==> src/rtl/xor4_parity_sched_v.sv <==
// Round-robin two-requester parity engine sharing one 4-input XOR stage, one nibble per cycle.
// Define XOR4_PARITY_SCHED_ODD_EN for odd parity output; default build produces even parity.
module xor4_parity_sched_v #(
  parameter int NIBBLES = 4
) (
  input  logic                 i_clk,
  input  logic                 i_rst_n,
  input  logic                 i_a_valid,
  input  logic [4*NIBBLES-1:0] i_a_data,
  output logic                 o_a_ready,
  input  logic                 i_b_valid,
  input  logic [4*NIBBLES-1:0] i_b_data,
  output logic                 o_b_ready,
  output logic                 o_valid,
  input  logic                 i_ready,
  output logic                 o_parity,
  output logic                 o_id,
  output logic                 o_busy
);

  localparam int W  = 4 * NIBBLES;
  localparam int CW = (NIBBLES > 1) ? $clog2(NIBBLES) : 1;
  localparam logic [CW-1:0] LAST_NIB = CW'(NIBBLES - 1);

`ifdef XOR4_PARITY_SCHED_ODD_EN
  localparam logic PARITY_INV = 1'b1;
`else
  localparam logic PARITY_INV = 1'b0;
`endif

  typedef enum logic [1:0] {
    IDLE = 2'd0,
    CALC = 2'd1,
    DONE = 2'd2
  } state_t;

  state_t        state_q, state_d;
  logic [W-1:0]  word_q, word_d;
  logic [CW-1:0] cnt_q, cnt_d;
  logic          acc_q, acc_d;
  logic          ptr_q, ptr_d;     // 0: A wins a tie, 1: B wins a tie
  logic          valid_q, valid_d;
  logic          parity_q, parity_d;
  logic          id_q, id_d;

  logic          grant_a, grant_b;
  logic [3:0]    nib_arr [NIBBLES];
  logic [3:0]    nib_sel;
  logic          xor4_out;
  logic          acc_nxt;

  for (genvar gi = 0; gi < NIBBLES; gi++) begin : g_nib
    assign nib_arr[gi] = word_q[4*gi +: 4];
  end

  // The single shared reduction stage: only the sequenced nibble reaches it.
  assign nib_sel  = nib_arr[cnt_q];
  assign xor4_out = ^nib_sel;
  assign acc_nxt  = acc_q ^ xor4_out;

  // Reset is folded into the grant so no requester sees ready while held in reset.
  assign grant_a = i_rst_n && (state_q == IDLE) && i_a_valid && (!i_b_valid || !ptr_q);
  assign grant_b = i_rst_n && (state_q == IDLE) && i_b_valid && (!i_a_valid ||  ptr_q);

  assign o_a_ready = grant_a;
  assign o_b_ready = grant_b;
  assign o_valid   = valid_q;
  assign o_parity  = parity_q;
  assign o_id      = id_q;
  assign o_busy    = (state_q != IDLE);

  always_comb begin
    state_d  = state_q;
    word_d   = word_q;
    cnt_d    = cnt_q;
    acc_d    = acc_q;
    ptr_d    = ptr_q;
    valid_d  = valid_q;
    parity_d = parity_q;
    id_d     = id_q;
    case (state_q)
      IDLE: begin
        if (grant_a || grant_b) begin
          word_d  = grant_a ? i_a_data : i_b_data;
          id_d    = grant_b;
          ptr_d   = grant_a;
          acc_d   = 1'b0;
          cnt_d   = '0;
          state_d = CALC;
        end
      end
      CALC: begin
        acc_d = acc_nxt;
        cnt_d = cnt_q + CW'(1);
        if (cnt_q == LAST_NIB) begin
          cnt_d    = '0;
          parity_d = acc_nxt ^ PARITY_INV;
          valid_d  = 1'b1;
          state_d  = DONE;
        end
      end
      DONE: begin
        if (i_ready) begin
          valid_d = 1'b0;
          state_d = IDLE;
        end
      end
      default: begin
        valid_d = 1'b0;
        state_d = IDLE;
      end
    endcase
  end

  always_ff @(posedge i_clk or negedge i_rst_n) begin
    if (!i_rst_n) begin
      state_q  <= IDLE;
      word_q   <= '0;
      cnt_q    <= '0;
      acc_q    <= 1'b0;
      ptr_q    <= 1'b0;
      valid_q  <= 1'b0;
      parity_q <= 1'b0;
      id_q     <= 1'b0;
    end else begin
      state_q  <= state_d;
      word_q   <= word_d;
      cnt_q    <= cnt_d;
      acc_q    <= acc_d;
      ptr_q    <= ptr_d;
      valid_q  <= valid_d;
      parity_q <= parity_d;
      id_q     <= id_d;
    end
  end

endmodule
==> config.mk <==
export PLATFORM = sky130hd
export DESIGN_NAME = xor4_parity_sched_v
export DESIGN_NICKNAME = d
export VERILOG_FILES = /design/src/rtl/xor4_parity_sched_v.sv
export SDC_FILE = /design/constraint.sdc
export NUM_CORES = 1
export LEC_CHECK = 0
export BUFFER_PORTS_ARGS = -buffer_cell sky130_fd_sc_hd__buf_2
export CAP_MARGIN = 20
export CORE_AREA = 10 10 60 62
export DETAILED_ROUTE_END_ITERATION = 8
export DIE_AREA = 0 0 70 72
export GPL_TIMING_DRIVEN = 0
export PLACE_DENSITY = 0.78
export SYNTH_ARGS = -nofsm -noshare
export SYNTH_HDL_FRONTEND = slang
export SYNTH_SLANG_ARGS = --single-unit
==> constraint.sdc <==
create_clock -name i_clk -period 5.27 [get_ports i_clk]
set_input_delay 1.054 -clock i_clk [delete_from_list [all_inputs] [get_ports i_clk]]
set_output_delay 1.054 -clock i_clk [all_outputs]
set_load 0.005 [all_outputs]
### After elaboration in Yosys (flattened, before gate mapping)

Cells that the tools add are included.

| storage, ports and cells | value |
|---|---|
| bits in registers | 25 |
| bits of input ports | 37 |
| output and inout port bits | 6 |
| logic and storage cells | 55 |

| operators by class | value |
|---|---|
| add/sub/neg operators | 1 |
| $lt $le $gt $ge | 1 |
| eq/ne operators | 6 |
| muxes and demuxes | 16 |
| bitwise gates (word level) | 3 |
| reduce and logical (&&, ||, !) cells | 20 |

Operator list:

| cell | number |
|---|---|
| $mux 16 | 1 |
| $mux 2 | 5 |
| $bmux 4 s2 | 1 |
| $mux 4 | 2 |
| $pmux 2 s3 | 1 |
| $reduce_and 2->1 | 3 |
| $reduce_and 3->1 | 2 |
| $logic_and 1x1->1 | 5 |
| $eq 2x2->1 const B | 2 |
| $ne 2x2->1 const B | 2 |
| $pmux 2 s2 | 1 |
| $reduce_bool 2->1 | 2 |
| $reduce_xor 4->1 | 1 |
| $ge 3x3->1 const B | 1 |
| $logic_not 1->1 | 3 |
| $logic_or 1x1->1 | 3 |
| $mux 1 | 3 |
| $not 2->3 | 1 |
| $pmux 1 s3 | 1 |
| $add 2x1->2 const B | 1 |
| $eq 2x1->1 const B | 1 |
| $logic_not 2->1 | 1 |
| $ne 2x1->1 const B | 1 |
| $pmux 1 s2 | 1 |
| 2 further kinds | 2 |

### Longest topological paths before layout

Gate-level depths: netlist of the first run.

| depth | value |
|---|---|
| word-level depth | 7 |
| gate-level depth with buffers | 5 |
| depth with buffers taken out | 4 |

### Worst setup path before layout of the first run

No wires, ideal clock.

| timing | value |
|---|---|
| path type | input to output |
| start point | input port i_b_valid |
| end point | output port o_a_ready |
| arrival time | 1.827 ns |
| data required time | 4.216 ns |
| setup slack | 2.389 ns |
| stages on the path | 5 |
| path buffers | 2 |
| cell sequence | nand2_1 nand4_1 clkbuf_1 clkbuf_1 inv_2 |

| between the ends | value |
|---|---|
| longest elaborated chain between the ends | 3 |

Ends and longest elaborated chain:

| item | line | RTL |
|---|---|---|
| from (decl) | 11 | `input logic i_b_valid,` |
| $logic_not 1->1 | 62 | `assign grant_a = i_rst_n && (state_q == IDLE) && i_a_valid && (!i_b_valid \|\| !ptr_q);` |
| $logic_or 1x1->1 | 62 |  |
| $logic_and 1x1->1 | 62 |  |
| to (decl) | 10 | `output logic o_a_ready,` |

Every way passes these cells.

### Worst setup path after layout of the first run

| timing | value |
|---|---|
| start point | input port i_rst_n |
| end point | output port o_a_ready |

| between the ends | value |
|---|---|
| longest elaborated chain between the ends | 3 |

Ends and longest elaborated chain:

| item | line | RTL |
|---|---|---|
| from (decl) | 7 | `input logic i_rst_n,` |
| $logic_and 1x1->1 (3 in series) | 62 |  |

Every way passes these cells.

==> results of run 1 <==
## logic make-up after synthesis
logic type,count (synthesis),synth area share [%]
flip-flops,25,49.6
buffers and inverters,11,3.47
adder cells (fa/ha/maj),1,0.991
XOR/XNOR,6,5.25
AND/OR/NAND/NOR,32,11.0
AO/OA/AOI/OAI,25,11.1
multiplexers,19,18.6
## worst max-delay path, stage by stage
cell      delay, ps
buf_2           300
nand4_1         200
clkbuf_1        390
clkbuf_1        470
inv_2            40
buf_2           130
## placed cells by master, fill, tap and decap left out, drive strengths merged
| cell type | Yosys | routed |
|---|---|---|
| a21oi | 17 | 17 |
| nand2 | 7 | 7 |
| clkbuf | 4 | 8 |
| o21ai | 5 | 5 |
| o211ai | 1 | 1 |
| nand4 | 4 | 4 |
| o31ai | 1 | 1 |
| nand3b | 1 | 1 |
| mux2i | 16 | 16 |
| mux4 | 3 | 3 |
| ha | 1 | 1 |
| nand2b | 2 | 2 |
| o2111ai | 1 | 1 |
| buf | 2 | 44 |
| nor2 | 18 | 18 |
| xor2 | 5 | 5 |
| dfrtp | 25 | 25 |
| inv | 5 | 5 |
| xnor3 | 1 | 1 |
## state kept, by name, summed over array words and instances, names as in the netlist
signal    count
acc_q         1
word_q       16
o_valid       1
o_parity      1
ptr_q         1
cnt_q         2
state_q       2
o_id          1
## report_power, final
| part | internal [mW] | switching (mW) | leakage [nW] |
|---|---|---|---|
| Sequential | 0.288 | 0.0717 | 0.289 |
| Clock | 0.0296 | 0.0571 | 0.0150 |
| Combinational | 0.213 | 0.173 | 0.536 |
| Total | 0.531 | 0.302 | 0.840 |
## how the worst min path moves through the flow
stage / end / start / slack (ps)
after global placement: o_id / o_id / 450
after global routing: o_id / o_id / 520
final: o_parity / o_parity / 490
after CTS: o_parity / o_parity / 500
after floorplan: o_id / o_id / 470
after detailed placement: o_parity / o_parity / 470
## stage by stage
| stage | area, µm² | setup WS (ps) |
|---|---|---|
| after global routing | 1540 | 1400 |
| after CTS | 1540 | 1600 |
| after global placement | 1510 | 1620 |
| after floorplan | 1260 | 2390 |
| final | 1540 | 1620 |
| after detailed placement | 1510 | 1610 |
## area by class of cell
class	count	share of cell area [%]
multi-input combinational	83	38.6
buffer	6	1.63
clock buffer	4	1.71
inverter	5	1.22
timing repair buffer	42	13.7
sequential	25	40.7
tap	30	2.44
## per-layer routing
metal  routed length [µm]  up-vias
li1                     -      510
met5                    0        -
met4                    0        0
met1                 1290      494
met3                  149        0
met2                 1630       25
==> flow_summary.yaml, run 1 <==
outcome:
  status: "completed"
synth:
  synthTopCellsByCount: "dfrtp_1 (25), nor2_1 (18), a21oi_1 (17)"
  ys_types: 22
  yosysMostFrequentCell: "dfrtp_1"
  ys_warn_count: 0
  synth.area.top_cells: "dfrtp_1 (50%), mux2i_1 (13%), a21oi_1 (6.7%), nor2_1 (5.4%), mux4_1 (4.2%)"
  syn-instance-count: 119
  seq_area_frac_synth_pct: 49.6
  synth_fp_nets: 157
  yosys.area.top_type: "dfrtp_1"
  syn_avg_cell_area_um2: 10.6
  syn_area_um2: 1260
  ys.flop_type: "dfrtp_1"
  async_reset_ff_share_pct: 100
  ys_seq_elements: 25
  synth_top_area_share_pct: 49.6
  synth-edff-count: 0
floorplanning:
  die-area_um2: 5040
  dieWidth_um: 70
  core_area_um2: 2430
  io_pins: 43
  die_y_um: 72
  initial_utilization_pct: 51.9
  rows: 18
grt:
  grt.total_usage_pct: 12.4
  grt_max_degree: 28
  grt_pass1_wl_um: 5330
  grt_antenna_before_repair: 0
  met1_usage_pct: 14.2
  grt_busiest_layer: "met2"
  grt_overflow: 0
  grtUsageMet3_pct: 3.13
  grt_pass1_vias: 1182
  grtUsageMet2_pct: 22.3
worst_setup_path:
  endpoint_kind: "primary output"
  reg2reg_to: "word_q[5]"
  rr_startpoint: "state_q[0]"
  arrival_ps: 2590
  reg2reg_depth: 5
  cp-start-kind: "primary input"
  crit_end: "o_a_ready"
  path_max_fanout: 27
  regToRegSetupSlack_ps: 3410
  critPathKind: "primary input to primary output"
  critPathRequiredTime_ps: 4220
  crit_path_start: "i_rst_n"
clocking:
  clk-insertion-delay-late_ps: 320
  cts_resized: 0
  cts_buffers: 3
  cts_root_buffer: "clkbuf_4"
  htree_levels: 1
  holdBufCountCts: 0
  clkTransAtPathRegs_ps: 140
  cts_tree: "done"
  cts_buffer_depth: 2
  clkSinkCount: 25
  postCtsSetupBuffers: 0
detailed_routing:
  dr.first_iter.drc_count: 55
  dr.pass1.iters: 4
  wl_um: 3070
  vias: 1029
  wl_per_cell_um: 15.7
  avgViaCountPerCell: 5.28
  ant_nets: 0
  drc: 0
flow_run:
  drv_cap: 0
finish:
  postLayoutCoreUtil_pct: 63.2
  drive_gt1_share_pct: 31.5
  syn_to_final_growth_pct: 21.7
  antennaDiodeCount: 0
  multi_input_area_um2: 593
  stdcell_count: 195
  nets: 204
  regArea_um2: 626
  fill_cells: 209
hold_path:
  holdPathStages: 2
  hp-class: "flip-flop to flip-flop"
power:
  power.density_nw_per_um2: 542
  ir_drop_mv: 0.277
  power_uw: 833
  leakagePower_nw: 0.840
timing:
  rsz0062_at_grt: "false"
  setup_viol: 0
  period_needed_ps: 3650
  relSlewSlack_pct: 60.9
  finalCritPeriodShare_pct: 69.2
  setup_tns_ps: 0
  hold_slack_ps: 495
  clock_skew_ps: 9.69
  fmax_mhz: 274
  hold_viol: 0
  worst_pin_slew_ps: 586
  slew_violations: 0
placement:
  port_buffers: 42
  place_congestion: 0.828
  placedCellCount: 191
  dp_hpwl_um: 2420
Power figures use the tool's default switching activity.
==> run 2: changes to the inputs <==
--- a/config.mk
+++ b/config.mk
@@ -5,13 +5,14 @@
 export SDC_FILE = /design/constraint.sdc
 export NUM_CORES = 1
 export LEC_CHECK = 0
+export ABC_AREA = 1
 export BUFFER_PORTS_ARGS = -buffer_cell sky130_fd_sc_hd__buf_2
 export CAP_MARGIN = 20
-export CORE_AREA = 10 10 60 62
+export CORE_AREA = 10 10 66 68
 export DETAILED_ROUTE_END_ITERATION = 8
-export DIE_AREA = 0 0 70 72
+export DIE_AREA = 0 0 76 78
 export GPL_TIMING_DRIVEN = 0
-export PLACE_DENSITY = 0.78
+export PLACE_DENSITY = 0.73
 export SYNTH_ARGS = -nofsm -noshare
 export SYNTH_HDL_FRONTEND = slang
 export SYNTH_SLANG_ARGS = --single-unit
==> constraint.sdc (replaced) <==
create_clock -name i_clk -period 3.7 [get_ports i_clk]
set_input_delay 0.74 -clock i_clk [delete_from_list [all_inputs] [get_ports i_clk]]
set_output_delay 0.74 -clock i_clk [all_outputs]
set_load 0.005 [all_outputs]
==> flow_summary.yaml, run 2 <==
worst_setup_path:
  crit_end: "o_a_ready"
  crit_path_cell_trace: "buf_2, nand2_4, nor2_8, buf_2, buf_2"
  critPathMaxStageDelay_ps: 480
  critPathRequiredTime_ps: 2960
  reg2reg_to: "word_q[3]"
  regToRegSetupSlack_ps: 2160
  reg2reg_depth: 7
  crit_top_cell: "buf_2"
  arrival_ps: 1990
  rr_startpoint: "state_q[0]"
  slowest_stage: "buf_2"
  path_max_fanout: 26
  critPathKind: "primary input to primary output"
  endpoint_kind: "primary output"
  cp-start-kind: "primary input"
  crit_path_start: "i_rst_n"
finish:
  largestRegisters: "word_q: 16 flops, cnt_q: 2 flops, state_q: 2 flops"
  finalInstanceArea_um2: 1840
  final_common_cell: "nand2_1"
  antennaDiodeCount: 0
  syn_to_final_growth_pct: 19.0
  regMostFlops: "word_q"
  drive_gt1_share_pct: 37.6
  final_cell_mix: "nand2_1 (68), buf_2 (45), dfrtp_1 (25)"
  stdcell_count: 280
  nets: 273
  largest_reg_flops: 16
floorplanning:
  die-area_um2: 5930
  dieWidth_um: 76
  die_y_um: 78
  core_area_um2: 3180
  rows: 21
  initial_utilization_pct: 48.7
  io_pins: 43
clocking:
  clkTransAtPathRegs_ps: 140
  cts_root_buffer: "clkbuf_4"
  postCtsSetupBuffers: 0
  cts_tree: "done"
  holdBufCountCts: 0
  clk-insertion-delay-late_ps: 320
  htree_levels: 1
  clkSinkCount: 25
  cts_buffers: 3
  cts_buffer_depth: 2
  cts_resized: 0
detailed_routing:
  wl_um: 3200
  ant_nets: 0
  dr.pass1.iters: 6
  vias: 1290
  wl_per_cell_um: 11.4
  dr.first_iter.drc_count: 55
  avgViaCountPerCell: 4.61
  drc: 0
power:
  power.density_nw_per_um2: 750
  p_clk_share_pct: 9.0
  internal_power_uw: 777
  power_frac_seq_pct: 36.4
  power_switching_share_pct: 43.8
  leakagePower_nw: 0.947
  p_switching_uw: 606
  comb_power_share_pct: 54.6
  ir_drop_mv: 0.288
synth:
  async_reset_ff_share_pct: 100
  ys_warn_count: 0
  synth.area.top_cells: "dfrtp_1 (40%), nand2_1 (16%), a31oi_2 (11%), nor2_2 (5.7%), inv_1 (4.8%)"
  synth-edff-count: 0
  seq_area_frac_synth_pct: 40.4
  synth_fp_nets: 226
  syn-instance-count: 188
  syn_area_um2: 1550
  ys_types: 23
  synthTopCellsByCount: "nand2_1 (68), dfrtp_1 (25), inv_1 (20)"
  yosysMostFrequentCell: "nand2_1"
  yosys.area.top_type: "dfrtp_1"
  syn_avg_cell_area_um2: 8.24
  synth_top_area_share_pct: 40.4
  ys.flop_type: "dfrtp_1"
  ys_seq_elements: 25
timing:
  relSlewSlack_pct: 59.6
  setup_tns_ps: 0
  worst_pin_slew_ps: 606
  setup_viol: 0
  period_needed_ps: 2730
  hold_viol: 0
  slew_violations: 0
  clock_skew_ps: 6.76
  rsz0062_at_grt: "false"
  fmax_mhz: 366
  fin_ws_ps: 966
  finalCritPeriodShare_pct: 73.9
  hold_slack_ps: 400
grt:
  grt_overflow: 0
  grt_pass1_wl_um: 5580
  grt_pass1_vias: 1320
  grt_max_degree: 27
  grt.total_usage_pct: 11.0
  grt_antenna_before_repair: 0
placement:
  dp_hpwl_um: 2550
  port_buffers: 42
  place_congestion: 0.904
  placedCellCount: 276
  dp_slack_ps: 918
  place_area_um2: 1820
flow_run:
  drv_cap: 0
hold_path:
  hp-class: "primary input to async pin"
outcome:
  status: "completed"
-- run 2: cell count changes after synthesis, sizes merged, moves of 3 or more --
cell / change
nand3: +13
inv: +17
nand4: -4
a21oi: -17
nor2: +7
a31oi: +16
xor2: -5
buf: +4
clkbuf: -4
nand2: +62
mux4: -3
mux2i: -16
-- run 2: cells by family (layout without fill, tap and decap cells) --
logic type,count (synthesis),in the layout,synth area share [%]
simple gates,111,111,34.0
compound gates,23,23,15.1
flops,25,25,40.4
buf+inv,28,74,9.69
fa+ha+maj,1,1,0.808
-- run 2: metrics by stage --
step           power, mW  utilization, %
3_3_place_gp        1.26            57.1
3_5_place_dp        1.28            57.1
6_report            1.38            58.0
5_1_grt             1.53            58.0
4_1_cts             1.40            58.0
2_1_floorplan       1.11               -
-- run 2: routing by layer --
layer / global-route usage, % / vias to the layer above / part of all wire (%) / wire length, µm
li1: - / 689 / - / -
met4: 5.11 / 0 / 1.7 / 53
met2: 18.6 / 32 / 46 / 1470
met3: 2.42 / 5 / 4.3 / 139
met5: 0 / - / 0 / 0
met1: 12.9 / 564 / 48 / 1530
-- run 2: cell type report --
cell class                      count  area (µm²)
Fill cell                         317        1340
Inverter                           22        87.6
Tap cell                           46        57.6
Sequential cell                    25         626
Multi-Input combinational cell    135         773
Buffer                              6        62.6
Timing Repair Buffer               42         210
Clock buffer                        4        26.3
-- run 2: worst max-delay path, delay by kind of cell --
kind | cells | cell delay (ps)
simple gates | 2 | 370
buf+inv | 3 | 870
-- run 2: power groups by stage --
stage,sequential (mW),combinational [mW],clock (mW)
6_report,0.504,0.755,0.124
5_1_grt,0.524,0.872,0.136
4_1_cts,0.505,0.771,0.127
3_5_place_dp,0.510,0.768,0
3_3_place_gp,0.506,0.757,0
2_1_floorplan,0.491,0.616,0
-- run 2: how the worst min path moves through the flow --
stage / start / to / depth (start not counted)
after global routing: i_rst_n / ptr_q / 1
final: i_rst_n / ptr_q / 1
after floorplan: i_rst_n / acc_q / 0
after global placement: o_id / o_id / 2
after CTS: i_rst_n / ptr_q / 1
after detailed placement: o_id / o_id / 2
